[src/rtl/alu_mc.sv]
// alu_mc: multi-cycle, handshaked ALU with a parametrised width.
//
// Single-cycle ops (ADD, XOR, OR, AND, SEQ, SLT, SUB, illegal) finish one
// cycle after accept. Shifts by b[SW-1:0] take one cycle per bit. The
// optional MUL does a shift-add over N cycles.
//
// Build option: define ALU_MUL_EN to enable opcode 10 (MUL). When it is not
// defined, opcode 10 is illegal and no multiplier datapath exists.
//
// Ports:
//   clk        clock, all logic on posedge
//   rst        synchronous active-high reset
//   in_valid   operation offered
//   in_ready   unit can accept (IDLE only)
//   opcode     operation select (4 bits)
//   a, b       operands, N bits (shift amount = b[SW-1:0])
//   out_valid  result/flags valid (DONE)
//   out_ready  consumer takes result
//   result     N-bit result
//   flags      {ill, neg, carry, zero}
module alu_mc #(
  parameter int N = 16
) (
  input  logic         clk,
  input  logic         rst,
  input  logic         in_valid,
  output logic         in_ready,
  input  logic [3:0]   opcode,
  input  logic [N-1:0] a,
  input  logic [N-1:0] b,
  output logic         out_valid,
  input  logic         out_ready,
  output logic [N-1:0] result,
  output logic [3:0]   flags
);

  localparam int SW = $clog2(N);
  localparam int CW = SW + 1;   // cnt must also hold N for MUL

  localparam logic [3:0] OP_ADD = 4'd0;
  localparam logic [3:0] OP_XOR = 4'd1;
  localparam logic [3:0] OP_OR  = 4'd2;
  localparam logic [3:0] OP_AND = 4'd3;
  localparam logic [3:0] OP_SEQ = 4'd4;
  localparam logic [3:0] OP_SLT = 4'd5;
  localparam logic [3:0] OP_SL  = 4'd6;
  localparam logic [3:0] OP_SR  = 4'd7;
  localparam logic [3:0] OP_SRL = 4'd8;
  localparam logic [3:0] OP_SUB = 4'd9;
  localparam logic [3:0] OP_MUL = 4'd10;

  typedef enum logic [1:0] {IDLE, EXEC, DONE} state_t;

  state_t        state, state_nx;
  logic [3:0]    op_q;
  logic [N-1:0]  acc;
  logic [CW-1:0] cnt;
`ifdef ALU_MUL_EN
  logic [N-1:0]  mcand;
  logic [N-1:0]  mplier;
`endif

  logic          accept;
  logic          is_shift;
  logic          is_mul;
  logic [SW-1:0] shamt;
  logic          go_exec;
  logic          exec_last;
  logic [N:0]    sum;
  logic [N-1:0]  sc_res;
  logic          sc_carry;
  logic          sc_ill;
  logic [N-1:0]  step;

  assign accept    = in_valid && in_ready;
  assign shamt     = b[SW-1:0];
  assign is_shift  = (opcode == OP_SL) || (opcode == OP_SR) || (opcode == OP_SRL);
`ifdef ALU_MUL_EN
  assign is_mul    = (opcode == OP_MUL);
`else
  assign is_mul    = 1'b0;
`endif
  assign go_exec   = accept && ((is_shift && (shamt != '0)) || is_mul);
  assign exec_last = (state == EXEC) && (cnt <= CW'(1));
  assign sum       = {1'b0, a} + {1'b0, b};

  // Result of any op that completes straight from IDLE; a zero-length shift
  // simply passes a through.
  always_comb begin
    sc_res   = '0;
    sc_carry = 1'b0;
    sc_ill   = 1'b0;
    case (opcode)
      OP_ADD: begin
        sc_res   = sum[N-1:0];
        sc_carry = sum[N];
      end
      OP_XOR: sc_res = a ^ b;
      OP_OR:  sc_res = a | b;
      OP_AND: sc_res = a & b;
      OP_SEQ: sc_res[0] = (a == b);
      OP_SLT: sc_res[0] = (a < b);
      OP_SL, OP_SR, OP_SRL: sc_res = a;
      OP_SUB: begin
        sc_res   = a - b;
        sc_carry = (a < b);
      end
`ifdef ALU_MUL_EN
      OP_MUL: sc_res = '0;
`else
      OP_MUL: sc_ill = 1'b1;
`endif
      default: sc_ill = 1'b1;
    endcase
  end

  // One EXEC step on the working register.
  always_comb begin
    step = acc;
    case (op_q)
      OP_SL:  step = {acc[N-2:0], 1'b0};
      OP_SR:  step = {acc[N-1], acc[N-1:1]};
      OP_SRL: step = {1'b0, acc[N-1:1]};
`ifdef ALU_MUL_EN
      OP_MUL: step = mplier[0] ? (acc + mcand) : acc;
`endif
      default: step = acc;
    endcase
  end

  // State register
  always_ff @(posedge clk) begin
    if (rst) state <= IDLE;
    else     state <= state_nx;
  end

  // Next-state logic
  always_comb begin
    state_nx = state;
    case (state)
      IDLE: if (accept) state_nx = go_exec ? EXEC : DONE;
      EXEC: if (exec_last) state_nx = DONE;
      DONE: if (out_ready) state_nx = IDLE;
      default: state_nx = IDLE;
    endcase
  end

  // Handshake outputs
  always_comb begin
    in_ready  = (state == IDLE);
    out_valid = (state == DONE);
  end

  // Datapath: operand capture, iteration, and result/flag registers
  always_ff @(posedge clk) begin
    if (rst) begin
      op_q   <= '0;
      acc    <= '0;
      cnt    <= '0;
      result <= '0;
      flags  <= '0;
`ifdef ALU_MUL_EN
      mcand  <= '0;
      mplier <= '0;
`endif
    end else begin
      case (state)
        IDLE: if (accept) begin
          op_q <= opcode;
          acc  <= a;
          cnt  <= {1'b0, shamt};
`ifdef ALU_MUL_EN
          if (is_mul) begin
            acc    <= '0;
            mcand  <= a;
            mplier <= b;
            cnt    <= CW'(N);
          end
`endif
          if (!go_exec) begin
            result <= sc_res;
            flags  <= {sc_ill, sc_res[N-1], sc_carry, (sc_res == '0)};
          end
        end
        EXEC: begin
          acc <= step;
          cnt <= cnt - CW'(1);
`ifdef ALU_MUL_EN
          mcand  <= {mcand[N-2:0], 1'b0};
          mplier <= {1'b0, mplier[N-1:1]};
`endif
          if (exec_last) begin
            result <= step;
            flags  <= {1'b0, step[N-1], 1'b0, (step == '0)};
          end
        end
        default: ;
      endcase
    end
  end

endmodule

[config.mk]
export PLATFORM = sky130hd
export DESIGN_NAME = alu_mc
export DESIGN_NICKNAME = d
export VERILOG_FILES = /design/src/rtl/alu_mc.sv
export SDC_FILE = /design/constraint.sdc
export NUM_CORES = 1
export LEC_CHECK = 0
export CAP_MARGIN = 20
export CORE_MARGIN = 5
export CORE_UTILIZATION = 24
export DETAILED_ROUTE_END_ITERATION = 8
export GPL_ROUTABILITY_DRIVEN = 0
export GPL_TIMING_DRIVEN = 0
export SYNTH_ARGS = -nofsm -noshare
export SYNTH_HDL_FRONTEND = slang
export SYNTH_SLANG_ARGS = --single-unit
export TNS_END_PERCENT = 10
[constraint.sdc]
create_clock -name clk -period 3.9 [get_ports clk]
set_input_delay 0.39 -clock clk [delete_from_list [all_inputs] [get_ports clk]]
set_output_delay 0.39 -clock clk [all_outputs]
set_load 0.01 [all_outputs]
# After elaboration in Yosys (flattened, before gate mapping)
# Index checks and enable logic that the tools add are counted.
# op_classes
addsub,3
mul,0
div_mod_pow,0
n_lt_le_gt_ge,2
n_eq_ne,19
shifts,0
n_mux,22
bitwise_logic,3
reduce_logical,18
# ops
operator,count
$pmux 15 s6,1
$mux 16,4
$pmux 16 s2,2
$pmux 16 s3,1
$logic_not 16->1,2
$eq 4x3->1 const B,6
$add 16x16->17,1
$and 16x16->16,1
$eq 16x16->1,1
$lt 16x16->1,1
$or 16x16->16,1
$sub 16x16->16,1
$xor 16x16->16,1
$eq 4x4->1 const B,3
$mux 4,3
$pmux 5 s2,1
$reduce_or 10->1,1
$eq 4x2->1 const B,2
$mux 2,4
$pmux 1 s8,1
$pmux 4 s2,1
$pmux 2 s3,1
$le 5x1->1 const B,1
$mux 5,1
other kinds (18),25
# totals
reg_bits,47
latchBits,0
ram_bits,0
rom_bits,0
inputBits,40
out_inout_bits,22
elab_cells,73
mem_count,0

# Logic depth before layout (Yosys ltp)
# Gate-level depths: netlist (run 1).
# logic_depth
word_depth,8
mapped_depth,12

# Worst setup path after synthesis (run 1)
# Ideal clock, no wire load.
# synth_path
path_kind,input -> register
from,in a[0]
to,reg flags[0]
setup_ns,0.096
arrival_ns,2.925
t_required_ns,3.804
path_slack_ns,0.879
cell_stages,12
n_path_buf,0
cell_sequence,inv_1 -> ha_1 -> fa_1 -> nor2_2 -> o221ai_2 -> a2111oi_2 -> o221ai_1 -> a221o_1 -> a21oi_2 -> o31ai_1 -> or2_1 -> o41ai_2
# synth_between
elab_chain_cells,6
word_cells_on_any_way,13
classes_between,add/sub (2); order compare (1); eq/ne (1); mux (5); bitwise (3); reduce/logical (1)
# synth_rtl
item,line,text
"start, declared",29,"input logic [N-1:0] a,"
$sub 16x16->16 (tied with other cells),105,sc_res = a - b;
$pmux 1 s8 or $pmux 15 s6 (tied branches),93,case (opcode)
$logic_not 16->1 (*),182,"flags <= {sc_ill, sc_res[N-1], sc_carry, (sc_res == '0)};"
$mux 4 (*),180,if (!go_exec) begin
$mux 4 (*),168,IDLE: if (accept) begin
$pmux 4 s2 (*),167,case (state)
"end signal, assigned",182,
"end signal, assigned",194,"flags <= {1'b0, step[N-1], 1'b0, (step == '0)};"
"end, declared",34,output logic [3:0] flags
# Every way passes the cells marked *; elsewhere a longest branch is shown, timed or not. The select of a mux whose other input is x is not followed.
# A chain may end at the register's enable or synchronous reset.

# Worst setup path in the final report (run 1)
# layout_path
from,in a[1]
to,reg flags[0]
# layout_between
elab_chain_cells,6
word_cells_on_any_way,13
classes_between,add/sub (2); order compare (1); eq/ne (1); mux (5); bitwise (3); reduce/logical (1)
# layout_rtl
item,line
$sub 16x16->16 (tied with other cells),105
$pmux 15 s6 or $pmux 1 s8 (tied branches),93
$logic_not 16->1 (*),182
$mux 4 (*),180
$mux 4 (*),168
$pmux 4 s2 (*),167
# Marks and branches as above.

==> impl_metrics.tcl, run 1 <==
set metrics [dict create \
    status "complete, no violations" \
    fin_crit_sh_pct 94.3 \
    fin_skew_ps 9.98 \
    insertion_delay_ps 300 \
    critical_path_arrival_ps 3880 \
    rows 54 \
    netlist_instances 722 \
    intPower_mw 1.04 \
    ys_seq_area_share_pct 17.4 \
    synth_compound_area_share_pct 37.5 \
    synth_area_um2 5300 \
    finalCriticalPeriod_ps 3680 \
    yosys-top-cells-area "dfxtp_1 (17%), ha_1 (12%), a21oi_1 (7.8%)" \
    place_inst 1061 \
    slew_headroom_pct 27.7 \
    worstSetupPathType "in2reg" \
    syn-num-nets 815 \
    seqCellArea_um2 921 \
    area_growth_pct 21.1 \
    routed_via_density 5.56 \
    synth_top_family_by_area "compound AO/OA/AOI/OAI gates" \
    io_buffers 59 \
    worstSetupEndpointType "flip-flop" \
    path_clk_slew_ps 70 \
    synth.most_common_cell "a21oi_1" \
    stdcell_count 1070 \
    grt_start_max_net_pins 17 \
    n_antenna_cell 0 \
    fp.coreArea_um2 21800 \
    antenna_left 0 \
    p_leak_nw 2.62 \
    p_switching_uw 687 \
    synth.distinct_cells 88 \
    synthArstFlopShare_pct 0 \
    multiInputGateArea_um2 3910 \
    worstSetupStartpointType "primary input" \
    wl_um 20600 \
    track_usage_pct 16.0 \
    first_pass_iters 6 \
    drtIter0Drc 662 \
    fillers 2387 \
    synth_edf_count 0 \
    grt_pass1_vias 5697 \
    vdd_ir_drop_max_uv 200 \
    p_sw_share_pct 39.7 \
    p_seq_share_pct 31.5 \
    grt_pass1_wl_um 31800 \
    cts_tree "yes" \
    dieHeight_um 159 \
    power_frac_comb_pct 43.0 \
    cp.required_ps 4100 \
    cts_setup_buffers 0 \
    maxSlewViolCount 0 \
    ctsResizeCount 0 \
    critPathSlowestCell "clkdlybuf4s50_1" \
    setup_viol 0 \
    cts_buffer_depth 2 \
    powerDensity_nw_per_um2 270 \
    ys_ff_latch 46 \
    die_w_um 159 \
    route.vias.total 5949 \
    crit_fanout 5 \
    yosysTopAreaCellShare_pct 17.4 \
    hold_viol_final 0 \
    drc 0 \
    top_level_ports 62 \
    grt-ovfl-total 0 \
    muxShareOfSynthArea_pct 0.756 \
    holdBufCountCts 0 \
    root_buffer "clkbuf_16" \
    avgRoutedWirePerCell_um 19.2 \
    ys_top_cells_by_count "a21oi_1 (83), nor2_1 (80), inv_1 (58)" \
    initial_core_util_pct 24.3 \
    dieArea_um2 25100 \
    clkSinkCount 46 \
    pwr-share-clk_pct 25.5 \
    synth_ff_type "dfxtp_1" \
    synth_xor_area_share_pct 0.496 \
    cts.htree.levels 2 \
    rsz0062_at_grt "false" \
    synth_fa_ha_area_share_pct 12.8 \
    synth-simple-area-share_pct 21.9 \
    yosysWarnings 0 \
    clock.fmax_ghz 0.272 \
    antenna_found_initial 0 \
    path_cells "clkdlybuf4s50_1 > inv_1 > fa_1 > nor2_2 > o221ai_2 > a2111oi_4 > o221ai_1 > a221o_1 > a21oi_2 > o31ai_1 > or2_1 > o41ai_2" \
    synth_area_per_cell_um2 7.33 \
    cap_violations 0 \
    fin_nets 882 \
    cts_made_buffers 5 \
    tightest_slew_ps 1080 \
    drive_gt1_share_pct 9.62 \
    slowest_delay_ps 600 \
    synth_top_area_cell "dfxtp_1" \
    hpwl_um 16200 \
    setup_tns_ps 0 \
    hp-class "reg2reg" \
]
==> routing by layer <==
metal	global-route usage, %	wire length, um	share of wire [%]
met1	21.5	8820	43
met2	25.0	8880	43
met3	2.83	1850	9.0
met4	7.03	1020	4.9
met5	0	0	0
==> kinds of logic (layout without fill, tap and decap cells) <==
| logic type | Yosys count | count (layout) |
|---|---|---|
| AND/OR/NAND/NOR | 231 | 231 |
| buffers and inverters | 111 | 179 |
| adder cells (fa/ha/maj) | 53 | 53 |
| multiplexers | 4 | 4 |
| AO/OA/AOI/OAI | 274 | 274 |
| flip-flops | 46 | 46 |
| XOR/XNOR | 3 | 3 |
==> through the flow <==
step	cell area [um^2]	total power [mW]	hold slack [ps]	setup WS, ps	utilization, %
after floorplan	5300	1.02	458	879	-
after global placement	6240	1.27	446	-270	28.7
after detailed placement	6240	1.28	447	-244	28.7
after CTS	6390	1.71	457	26.7	29.4
after global routing	6410	1.82	472	20.3	29.5
final	6410	1.73	453	221	29.5
==> final cells by class <==
cell class | count | area share [%]
Clock inverter | 3 | 0.390
Inverter | 61 | 3.57
Buffer | 50 | 3.98
Multi-Input combinational cell | 565 | 61.0
Tap cell | 280 | 5.46
Clock buffer | 5 | 1.95
Sequential cell | 46 | 14.4
Timing Repair Buffer | 60 | 9.33
==> layout by cell type, fill, tap and decap left out, types with 15 or more instances in the layout <==
cell and count:
a22o_1 15, inv_1 58, dfxtp_1 46, nand3_1 15, a21oi_1 83, a21o_1 17, clkbuf_1 30, ha_1 51
nor2_1 80, o21ai_0 27, nand2_1 54, clkdlybuf4s50_1 58
==> path summary, 6_finish.rpt <==
path	start	to	slack (ps)	cells after the start
max	a[1]	flags[0]$_SDFFE_PP0P_	220	12
min	result[1]$_SDFFE_PP0P_	result[1]$_SDFFE_PP0P_	450	2
max reg2reg	op_q[1]$_SDFFE_PP0P_	flags[0]$_SDFFE_PP0P_	1010	9
min reg2reg	result[1]$_SDFFE_PP0P_	result[1]$_SDFFE_PP0P_	450	2
==> power groups by stage <==
stage / clock network, mW / logic, mW / registers, mW
6_report: 0.442 / 0.744 / 0.545
5_1_grt: 0.464 / 0.806 / 0.550
4_1_cts: 0.443 / 0.725 / 0.544
3_5_place_dp: 0 / 0.721 / 0.554
3_3_place_gp: 0 / 0.717 / 0.553
2_1_floorplan: 0 / 0.464 / 0.551
==> sequential cells by signal, summed over array words and instances (netlist names) <==
name and flops:
acc 16, result 15, cnt 5, flags 4, op_q 4, state 2
==> worst max-delay path: cells and delay by family <==
family / cells / cell delay [ps]
simple gates: 2 / 410
compound gates: 7 / 1800
buf+inv: 2 / 750
fa+ha+maj: 1 / 540
Power figures use the tool's default switching activity.
==> run 2, diff against run 1 <==
ABC_CLOCK_PERIOD_IN_PS = 3900   (was default)
==> results of run 2 <==
The final DEF is identical to that of run 1; final timing and power are the same.
==> run 3, diff against run 2 <==
SETUP_SLACK_MARGIN = 0.02   (was default)
==> results of run 3 <==
The final DEF is identical to that of run 1; final timing and power are the same.
